### config.mk
export PLATFORM = sky130hd
export DESIGN_NAME = fraud_result_collector
export DESIGN_NICKNAME = d
export VERILOG_FILES = /design/src/rtl/fraud_result_collector.sv
export SDC_FILE = /design/constraint.sdc
export NUM_CORES = 1
export LEC_CHECK = 0
export BUFFER_PORTS_ARGS = -buffer_cell sky130_fd_sc_hd__buf_2
export CAP_MARGIN = 15
export CORE_MARGIN = 4
export CORE_UTILIZATION = 25
export CTS_CLUSTER_DIAMETER = 200
export CTS_CLUSTER_SIZE = 8
export DETAILED_ROUTE_END_ITERATION = 16
export PLACE_DENSITY_LB_ADDON = 0.3
export SLEW_MARGIN = 20
export SYNTH_ARGS = -nofsm -noshare
export SYNTH_HDL_FRONTEND = slang
export SYNTH_SLANG_ARGS = --single-unit
### constraint.sdc
create_clock -name i_clk -period 13.3 [get_ports i_clk]
set_clock_uncertainty 0.1 [all_clocks]
set_input_delay 1.995 -clock i_clk [delete_from_list [all_inputs] [get_ports i_clk]]
set_output_delay 1.995 -clock i_clk [all_outputs]
set_load 0.01 [all_outputs]
### src/rtl/fraud_result_collector.sv
// fraud_result_collector: show-ahead decision FIFO with saturating stats; define FRAUD_IRQ_EN for the fraud interrupt
module fraud_result_collector #(
  parameter int DATA_WIDTH = 32,
  parameter int DEPTH      = 16,
  parameter int CNT_WIDTH  = 32
) (
  input  logic                       i_clk,
  input  logic                       i_rst_n,
  input  logic [DATA_WIDTH-1:0]      i_data,
  input  logic                       i_data_valid,
  input  logic                       i_clear,
  output logic [DATA_WIDTH-1:0]      o_data,
  output logic                       o_data_valid,
  input  logic                       i_ready,
  output logic [$clog2(DEPTH):0]     o_fifo_count,
  output logic [CNT_WIDTH-1:0]       o_total_cnt,
  output logic [CNT_WIDTH-1:0]       o_fraud_cnt,
  output logic                       o_overflow,
  output logic                       o_irq,
  input  logic                       i_irq_ack
);
  localparam int AW = $clog2(DEPTH);
  localparam logic [AW:0] PTR_ONE = 1;
  localparam logic [CNT_WIDTH-1:0] CNT_ONE = 1;
  logic [DATA_WIDTH-1:0] mem [DEPTH];
  logic [AW:0] wr_ptr, rd_ptr;
  logic empty, full, pop, push, fraud;
  assign empty = wr_ptr == rd_ptr;
  assign full = (wr_ptr[AW] != rd_ptr[AW]) && (wr_ptr[AW-1:0] == rd_ptr[AW-1:0]);
  assign pop = !empty && i_ready;
  assign push = i_data_valid && (!full || pop);
  assign fraud = |i_data;
  assign o_data_valid = !empty;
  assign o_data = empty ? '0 : mem[rd_ptr[AW-1:0]];
  assign o_fifo_count = wr_ptr - rd_ptr;
  // storage write; when full with a pop the freed head slot is the write slot
  always_ff @(posedge i_clk)
    if (push && !i_clear) mem[wr_ptr[AW-1:0]] <= i_data;
  // pointers, saturating statistics and sticky overflow; clear beats everything
  always_ff @(posedge i_clk or negedge i_rst_n)
    if (!i_rst_n) begin
      wr_ptr <= '0;
      rd_ptr <= '0;
      o_total_cnt <= '0;
      o_fraud_cnt <= '0;
      o_overflow <= 1'b0;
    end else if (i_clear) begin
      wr_ptr <= '0;
      rd_ptr <= '0;
      o_total_cnt <= '0;
      o_fraud_cnt <= '0;
      o_overflow <= 1'b0;
    end else begin
      if (push) wr_ptr <= wr_ptr + PTR_ONE;
      if (pop) rd_ptr <= rd_ptr + PTR_ONE;
      if (i_data_valid && !push) o_overflow <= 1'b1;
      if (i_data_valid && o_total_cnt != '1) o_total_cnt <= o_total_cnt + CNT_ONE;
      if (i_data_valid && fraud && o_fraud_cnt != '1) o_fraud_cnt <= o_fraud_cnt + CNT_ONE;
    end
`ifdef FRAUD_IRQ_EN
  // fraud interrupt: any nonzero strobe (kept or dropped) sets, ack clears, set wins
  always_ff @(posedge i_clk or negedge i_rst_n)
    if (!i_rst_n) o_irq <= 1'b0;
    else if (i_data_valid && fraud && !i_clear) o_irq <= 1'b1;
    else if (i_irq_ack) o_irq <= 1'b0;
`else
  logic unused_irq_ack;
  assign unused_irq_ack = i_irq_ack;
  assign o_irq = 1'b0;
`endif
endmodule

== Word level (Yosys, flattened, before mapping) ==
Memories as Yosys holds them, arrays and structs flattened.
Index checks and enable logic that the tools add are counted.

* Add/sub/neg operators: 5
* Eq/ne operators: 5
* Muxes and demuxes: 13
* Reductions and logical operators: 19

{| class="wikitable"
|+ Operators with widths
! operator !! count
|-
| $mux 32 || 5
|-
| $add 32x1->32 const B || 2
|-
| $ne 32x32->1 const B || 2
|-
| $reduce_or 32->1 || 1
|-
| $mux 5 || 4
|-
| $add 5x1->5 const B || 2
|-
| $reduce_bool 2->1 || 5
|-
| $logic_and 1x1->1 || 8
|-
| $eq 5x5->1 || 1
|-
| $sub 5x5->5 || 1
|-
| $eq 4x4->1 || 1
|-
| $logic_not 1->1 || 4
|-
| $mux 1 || 4
|-
| $logic_or 1x1->1 || 1
|-
| $ne 1x1->1 || 1
|}

* Output and inout bits: 104
* Logic and storage cells: 48
* Register bits: 75
* RAM bits: 512
* Memories kept: 1

{| class="wikitable"
|+ Memory list
! name !! depth !! bits a word !! rd ports !! clocked after memory_dff !! write ports !! line !! text
|-
| mem || 16 || 32 || 1 || 0 || 1 || 25 || <nowiki>logic [DATA_WIDTH-1:0] mem [DEPTH];</nowiki>
|}

== Longest topological paths before layout ==
* Depth after elaboration: 9
* Mapped depth: 10
* Depth with buffers taken out: 8

== Least setup slack after synthesis ==
No wires, ideal clock.

* Kind: input port to flip-flop
* From: input i_data_valid
* To: memory mem[0][0], enable pin
* Stages: 4
* Setup time: 461 ps
* Arrival: 4714 ps
* Setup slack: 8025 ps
* Cells stage by stage: inv_1 > nor3_1 > nand2_1 > nor3_1

* Longest elaborated chain between the ends: 4

{| class="wikitable"
|+ Ends and longest elaborated chain
! element !! line !! text
|-
| from (decl) || 10 || <nowiki>input logic i_data_valid,</nowiki>
|-
| $logic_and 1x1->1 || 31 || <nowiki>assign push = i_data_valid && (!full || pop);</nowiki>
|-
| $logic_and 1x1->1 || 38 || <nowiki>if (push && !i_clear) mem[wr_ptr[AW-1:0]] <= i_data;</nowiki>
|-
| $mux 1 || 38 ||
|-
| $mux 1 (not written as such) || 38 ||
|-
| to (decl) || 25 ||
|}

Every way passes these cells.

== Worst setup path after layout ==
* From: register rd_ptr[1]
* To: output o_data[2]

* Longest elaborated chain between the ends: 2
* Elaborated cells on any way between the ends: 3
* Those cells by class: eq/ne: 1; mux: 1; memory: 1

{| class="wikitable"
|+ Ends and longest elaborated chain
! element !! line !! text
|-
| from (decl) || 26 || <nowiki>logic [AW:0] wr_ptr, rd_ptr;</nowiki>
|-
| from (signal assigned) || 55 || <nowiki>if (pop) rd_ptr <= rd_ptr + PTR_ONE;</nowiki>
|-
| $mem_v2 16x32 or $eq 5x5->1 (tied branches) || n/a ||
|-
| $mux 32 (*) || 34 || <nowiki>assign o_data = empty ? '0 : mem[rd_ptr[AW-1:0]];</nowiki>
|-
| to (decl) || 12 || <nowiki>output logic [DATA_WIDTH-1:0] o_data,</nowiki>
|}

Every way passes the cells marked *; elsewhere a longest branch is shown, timed or not.

==> run_summary.xml <==
<?xml version="1.0" encoding="UTF-8"?>
<metrics>
  <group name="outcome">
    <metric name="run_status" unit="">finished clean</metric>
  </group>
  <group name="setup_path">
    <metric name="critical_path_buf_inv_count" unit="">4</metric>
    <metric name="timing_worst_setup_path_type" unit="">reg -&gt; out</metric>
    <metric name="reg2reg_to" unit="">mem[7][21]</metric>
    <metric name="critical_path.top_delay_family" unit="">buffers and inverters</metric>
    <metric name="setup.reg_to_reg.worst_slack" unit="ns">8.64</metric>
    <metric name="launch_point_of_the_worst_reg_to_reg_path" unit="">rd_ptr[1]</metric>
    <metric name="worst_setup_path_end_kind" unit="">output port</metric>
    <metric name="critPathRequiredTime" unit="ns">11.20</metric>
    <metric name="crit_top_cell" unit="">sky130_fd_sc_hd__buf_4</metric>
    <metric name="crit_path_max_fanout" unit="">56</metric>
    <metric name="critical_path.slowest_cell" unit="">sky130_fd_sc_hd__buf_4</metric>
    <metric name="cpPeakStageDelay" unit="ns">0.81</metric>
    <metric name="number_of_cells_on_the_critical_path" unit="">8</metric>
    <metric name="critPathCapture" unit="">o_data[2]</metric>
    <metric name="critPathArrivalTime" unit="ns">4.00</metric>
    <metric name="cell_count_of_the_worst_reg_to_reg_path" unit="">9</metric>
    <metric name="cp_cell_sequence" unit="">buf_4 -&gt; inv_1 -&gt; ha_1 -&gt; nand4_1 -&gt; nor2_4 -&gt; buf_4 -&gt; nor2b_1 -&gt; buf_2</metric>
    <metric name="cp-startpoint" unit="">rd_ptr[1]</metric>
    <metric name="crit_path_start_kind" unit="">register</metric>
  </group>
  <group name="sta">
    <metric name="unrepaired_setup_endpoints_after_global_routing" unit="">false</metric>
    <metric name="achievable-frequency" unit="GHz">0.164</metric>
    <metric name="min_period" unit="ns">6.09</metric>
    <metric name="drv_slew" unit="">0</metric>
    <metric name="tightest_slew" unit="ns">1.01</metric>
    <metric name="setup_viol" unit="">0</metric>
    <metric name="hold_ws" unit="ns">0.414</metric>
    <metric name="worst_slew_margin_rel" unit="">0.328</metric>
    <metric name="post-route-period-util" unit="">0.458</metric>
    <metric name="setup_tns" unit="ns">0</metric>
    <metric name="report.final.hold_viol_count" unit="">0</metric>
  </group>
  <group name="clocking">
    <metric name="clock_path_buffers" unit="">3</metric>
    <metric name="clkTransAtPathRegs" unit="ns">0.05</metric>
    <metric name="worstSkewPairLatency" unit="ns">0.63</metric>
    <metric name="cts.sinks" unit="">587</metric>
    <metric name="cts.repair_timing.setup_buffer_count" unit="">0</metric>
    <metric name="cts_inserted_buffers" unit="">83</metric>
    <metric name="h-tree-depth" unit="">3</metric>
    <metric name="cts.root.buffer_cell" unit="">sky130_fd_sc_hd__clkbuf_16</metric>
    <metric name="cts_tree" unit="">done</metric>
    <metric name="holdBufCountCts" unit="">0</metric>
    <metric name="cts_repair_resize_count" unit="">0</metric>
  </group>
  <group name="final_layout">
    <metric name="layout_commonest_cell" unit="">sky130_fd_sc_hd__edfxtp_1</metric>
    <metric name="drive_above_1_share" unit="">0.308</metric>
    <metric name="sequential_cell_area" unit="um^2">17300</metric>
    <metric name="flow.area_growth_from_synthesis" unit="%">19.5</metric>
    <metric name="n_fill_cell" unit="">9188</metric>
    <metric name="layout_common_cells" unit="">512 x sky130_fd_sc_hd__edfxtp_1, 160 x sky130_fd_sc_hd__mux4_2, 138 x sky130_fd_sc_hd__buf_2, 84 x sky130_fd_sc_hd__clkbuf_16, 78 x sky130_fd_sc_hd__nor2_1</metric>
    <metric name="multi_input_area" unit="um^2">6140</metric>
    <metric name="nNetsFinal" unit="">1471</metric>
  </group>
  <group name="power">
    <metric name="clock_power_share" unit="">0.428</metric>
    <metric name="p_comb_frac" unit="">0.108</metric>
    <metric name="sequential_group_share_of_total_power" unit="">0.465</metric>
    <metric name="static_leakage" unit="uW">0.00910</metric>
    <metric name="post-layout-total-power" unit="uW">4410</metric>
    <metric name="vdd_drop_max" unit="mV">0.0969</metric>
    <metric name="sw_frac_of_total" unit="">0.234</metric>
    <metric name="power.density_cell_area" unit="nW/um^2">156</metric>
    <metric name="internal-power" unit="uW">3380</metric>
    <metric name="p_switching" unit="uW">1030</metric>
  </group>
  <group name="synth">
    <metric name="yosysTopAreaCellShare" unit="">0.651</metric>
    <metric name="synthesis.area_per_instance" unit="um^2">19.2</metric>
    <metric name="synth_top_cells_by_area" unit="">sky130_fd_sc_hd__edfxtp_1 65%, sky130_fd_sc_hd__mux4_2 15%, sky130_fd_sc_hd__dfrtp_1 7.9%</metric>
    <metric name="postSynthCellCount" unit="">1231</metric>
    <metric name="synthesis.yosys.warnings" unit="">0</metric>
    <metric name="syn_nets" unit="">1281</metric>
    <metric name="synth.largest_area_cell" unit="">sky130_fd_sc_hd__edfxtp_1</metric>
    <metric name="ys_ff_latch" unit="">587</metric>
    <metric name="yosys_cell_types" unit="">42</metric>
    <metric name="synth_seq_area_share" unit="">0.730</metric>
    <metric name="synth.cell_area" unit="um^2">23600</metric>
  </group>
  <group name="place">
    <metric name="dp.final_hpwl" unit="um">31300</metric>
    <metric name="gpl_congestion" unit="">0.762</metric>
    <metric name="numPortBuffers" unit="">139</metric>
  </group>
  <group name="global_routing">
    <metric name="grt_start_max_net_pins" unit="">98</metric>
    <metric name="grt_first_pass_wirelength" unit="um">87800</metric>
    <metric name="vias_in_the_first_global_route" unit="">13100</metric>
    <metric name="antenna_violations_before_repair" unit="">9</metric>
    <metric name="grt_remaining_overflow" unit="">0</metric>
    <metric name="grtUsageTotal" unit="">0.120</metric>
  </group>
  <group name="detailed_routing">
    <metric name="postRouteWirelength" unit="um">59200</metric>
    <metric name="detail_route.drc_violations" unit="">0</metric>
    <metric name="wl_per_cell" unit="um">22.0</metric>
    <metric name="firstDrtPassIters" unit="">5</metric>
    <metric name="final_antenna_violating_net_count" unit="">0</metric>
    <metric name="num_vias" unit="">12200</metric>
    <metric name="via_per_inst" unit="">4.52</metric>
    <metric name="drt_first_iter_violations" unit="">828</metric>
  </group>
  <group name="floorplan">
    <metric name="top_level_ports" unit="">142</metric>
    <metric name="dieHeight" unit="um">315</metric>
    <metric name="initial_utilization" unit="">0.253</metric>
    <metric name="die_area" unit="um^2">99500</metric>
    <metric name="design.core.area" unit="um^2">93500</metric>
    <metric name="rows" unit="">112</metric>
    <metric name="floorplan.die.width" unit="um">315</metric>
  </group>
  <group name="run">
    <metric name="cap_violations" unit="">0</metric>
  </group>
  <group name="min_path">
    <metric name="hold_class" unit="">reg -&gt; reg</metric>
  </group>
</metrics>
-- power by group through the flow --
stage                     clock, uW  combinational, uW  sequential [uW]
after floorplan                   0                344             2060
after global placement            0                492             2090
after detailed placement          0                494             2090
after CTS                      1950                495             2050
after global routing           2030                523             2050
final                          1890                475             2050
-- routing by layer --
layer,up-vias,GRT usage,share of wire
li1,5292,-,-
met1,6429,0.159,0.43
met2,341,0.193,0.47
met3,103,0.0339,0.073
met4,6,0.0343,0.022
met5,-,0,0.00057
-- state kept, by name (all words and copies together) (netlist names) --
register / flops
o_total_cnt: 32
wr_ptr: 5
rd_ptr: 5
o_fraud_cnt: 32
mem: 512
o_overflow: 1
-- kinds of logic (layout without fill, tap and decap cells) --
kind of cell / Yosys count / count (layout) / share of synthesized area
AO/OA/AOI/OAI: 39 / 39 / 0.00964
XOR/XNOR: 62 / 62 / 0.0230
adder cells (fa/ha/maj): 12 / 12 / 0.00667
buffers and inverters: 79 / 281 / 0.0148
flip-flops: 587 / 587 / 0.730
multiplexers: 162 / 162 / 0.153
other: 1 / 4 / 0.000159
AND/OR/NAND/NOR: 289 / 289 / 0.0618
-- Yosys cell counts --
cell and instances:
sky130_fd_sc_hd__a21o_1 2, sky130_fd_sc_hd__a21oi_1 17, sky130_fd_sc_hd__a31oi_1 2, sky130_fd_sc_hd__and2_1 3, sky130_fd_sc_hd__and3_1 6, sky130_fd_sc_hd__and4_1 3, sky130_fd_sc_hd__buf_1 11, sky130_fd_sc_hd__buf_2 7
sky130_fd_sc_hd__buf_4 12, sky130_fd_sc_hd__clkbuf_1 28, sky130_fd_sc_hd__conb_1 1, sky130_fd_sc_hd__dfrtp_1 75, sky130_fd_sc_hd__edfxtp_1 512, sky130_fd_sc_hd__fa_1 1, sky130_fd_sc_hd__ha_1 11, sky130_fd_sc_hd__inv_1 20
sky130_fd_sc_hd__inv_2 1, sky130_fd_sc_hd__mux2_2 1, sky130_fd_sc_hd__mux2i_1 1, sky130_fd_sc_hd__mux4_2 160, sky130_fd_sc_hd__nand2_1 31, sky130_fd_sc_hd__nand2b_1 2, sky130_fd_sc_hd__nand3_1 21, sky130_fd_sc_hd__nand4_1 27
sky130_fd_sc_hd__nor2_1 91, sky130_fd_sc_hd__nor2b_1 34, sky130_fd_sc_hd__nor3_1 31, sky130_fd_sc_hd__nor3_2 1, sky130_fd_sc_hd__nor3b_1 1, sky130_fd_sc_hd__nor4_1 21, sky130_fd_sc_hd__nor4b_1 2, sky130_fd_sc_hd__o2111ai_1 1
sky130_fd_sc_hd__o211ai_1 1, sky130_fd_sc_hd__o21ai_0 13, sky130_fd_sc_hd__o21ai_1 1, sky130_fd_sc_hd__o21bai_1 1, sky130_fd_sc_hd__o31ai_4 1, sky130_fd_sc_hd__or2_2 1, sky130_fd_sc_hd__or3_1 13, sky130_fd_sc_hd__or4_4 1
sky130_fd_sc_hd__xnor2_1 51, sky130_fd_sc_hd__xor2_1 11
-- stage by stage --
stage / cells / util / area (um^2) / setup WS (ns)
global placement: 2590 / 0.277 / 25900 / 7.73
global route: 2687 / 0.302 / 28200 / 6.87
CTS: 2687 / 0.302 / 28200 / 7.02
detailed placement: 2590 / 0.277 / 25900 / 7.68
floorplan: 1231 / - / 23600 / 8.03
finish: 2690 / 0.302 / 28200 / 7.21
-- final cells by class --
class,count,share of cell area
clock buffers,90,0.0753
clock inverters,7,0.00532
multi-input cells,565,0.218
inverters,21,0.00279
repair buffers,163,0.0317
diodes,3,0.000266
flip-flops and latches,587,0.611
well taps,1254,0.0556
-- worst reg2reg max path, stage by stage, from the launching register on --
cell and delay (ns):
sky130_fd_sc_hd__dfrtp_4 0.76, sky130_fd_sc_hd__buf_4 0.82, sky130_fd_sc_hd__inv_1 0.20, sky130_fd_sc_hd__ha_1 0.33, sky130_fd_sc_hd__nand4_1 0.16, sky130_fd_sc_hd__nor3_1 0.11
sky130_fd_sc_hd__nor3_1 0.38, sky130_fd_sc_hd__nand2_1 0.34, sky130_fd_sc_hd__nor2_4 0.54, sky130_fd_sc_hd__buf_4 0.55
-- worst min path at each step --
stage	start	end	slack (ns)	depth (start not counted)
finish	o_overflow	o_overflow	0.41	2
global route	o_overflow	o_overflow	0.43	2
CTS	o_overflow	o_overflow	0.41	2
detailed placement	o_overflow	o_overflow	0.38	2
global placement	o_overflow	o_overflow	0.38	2
floorplan	o_overflow	o_overflow	0.43	2
Power figures use the tool's default switching activity.
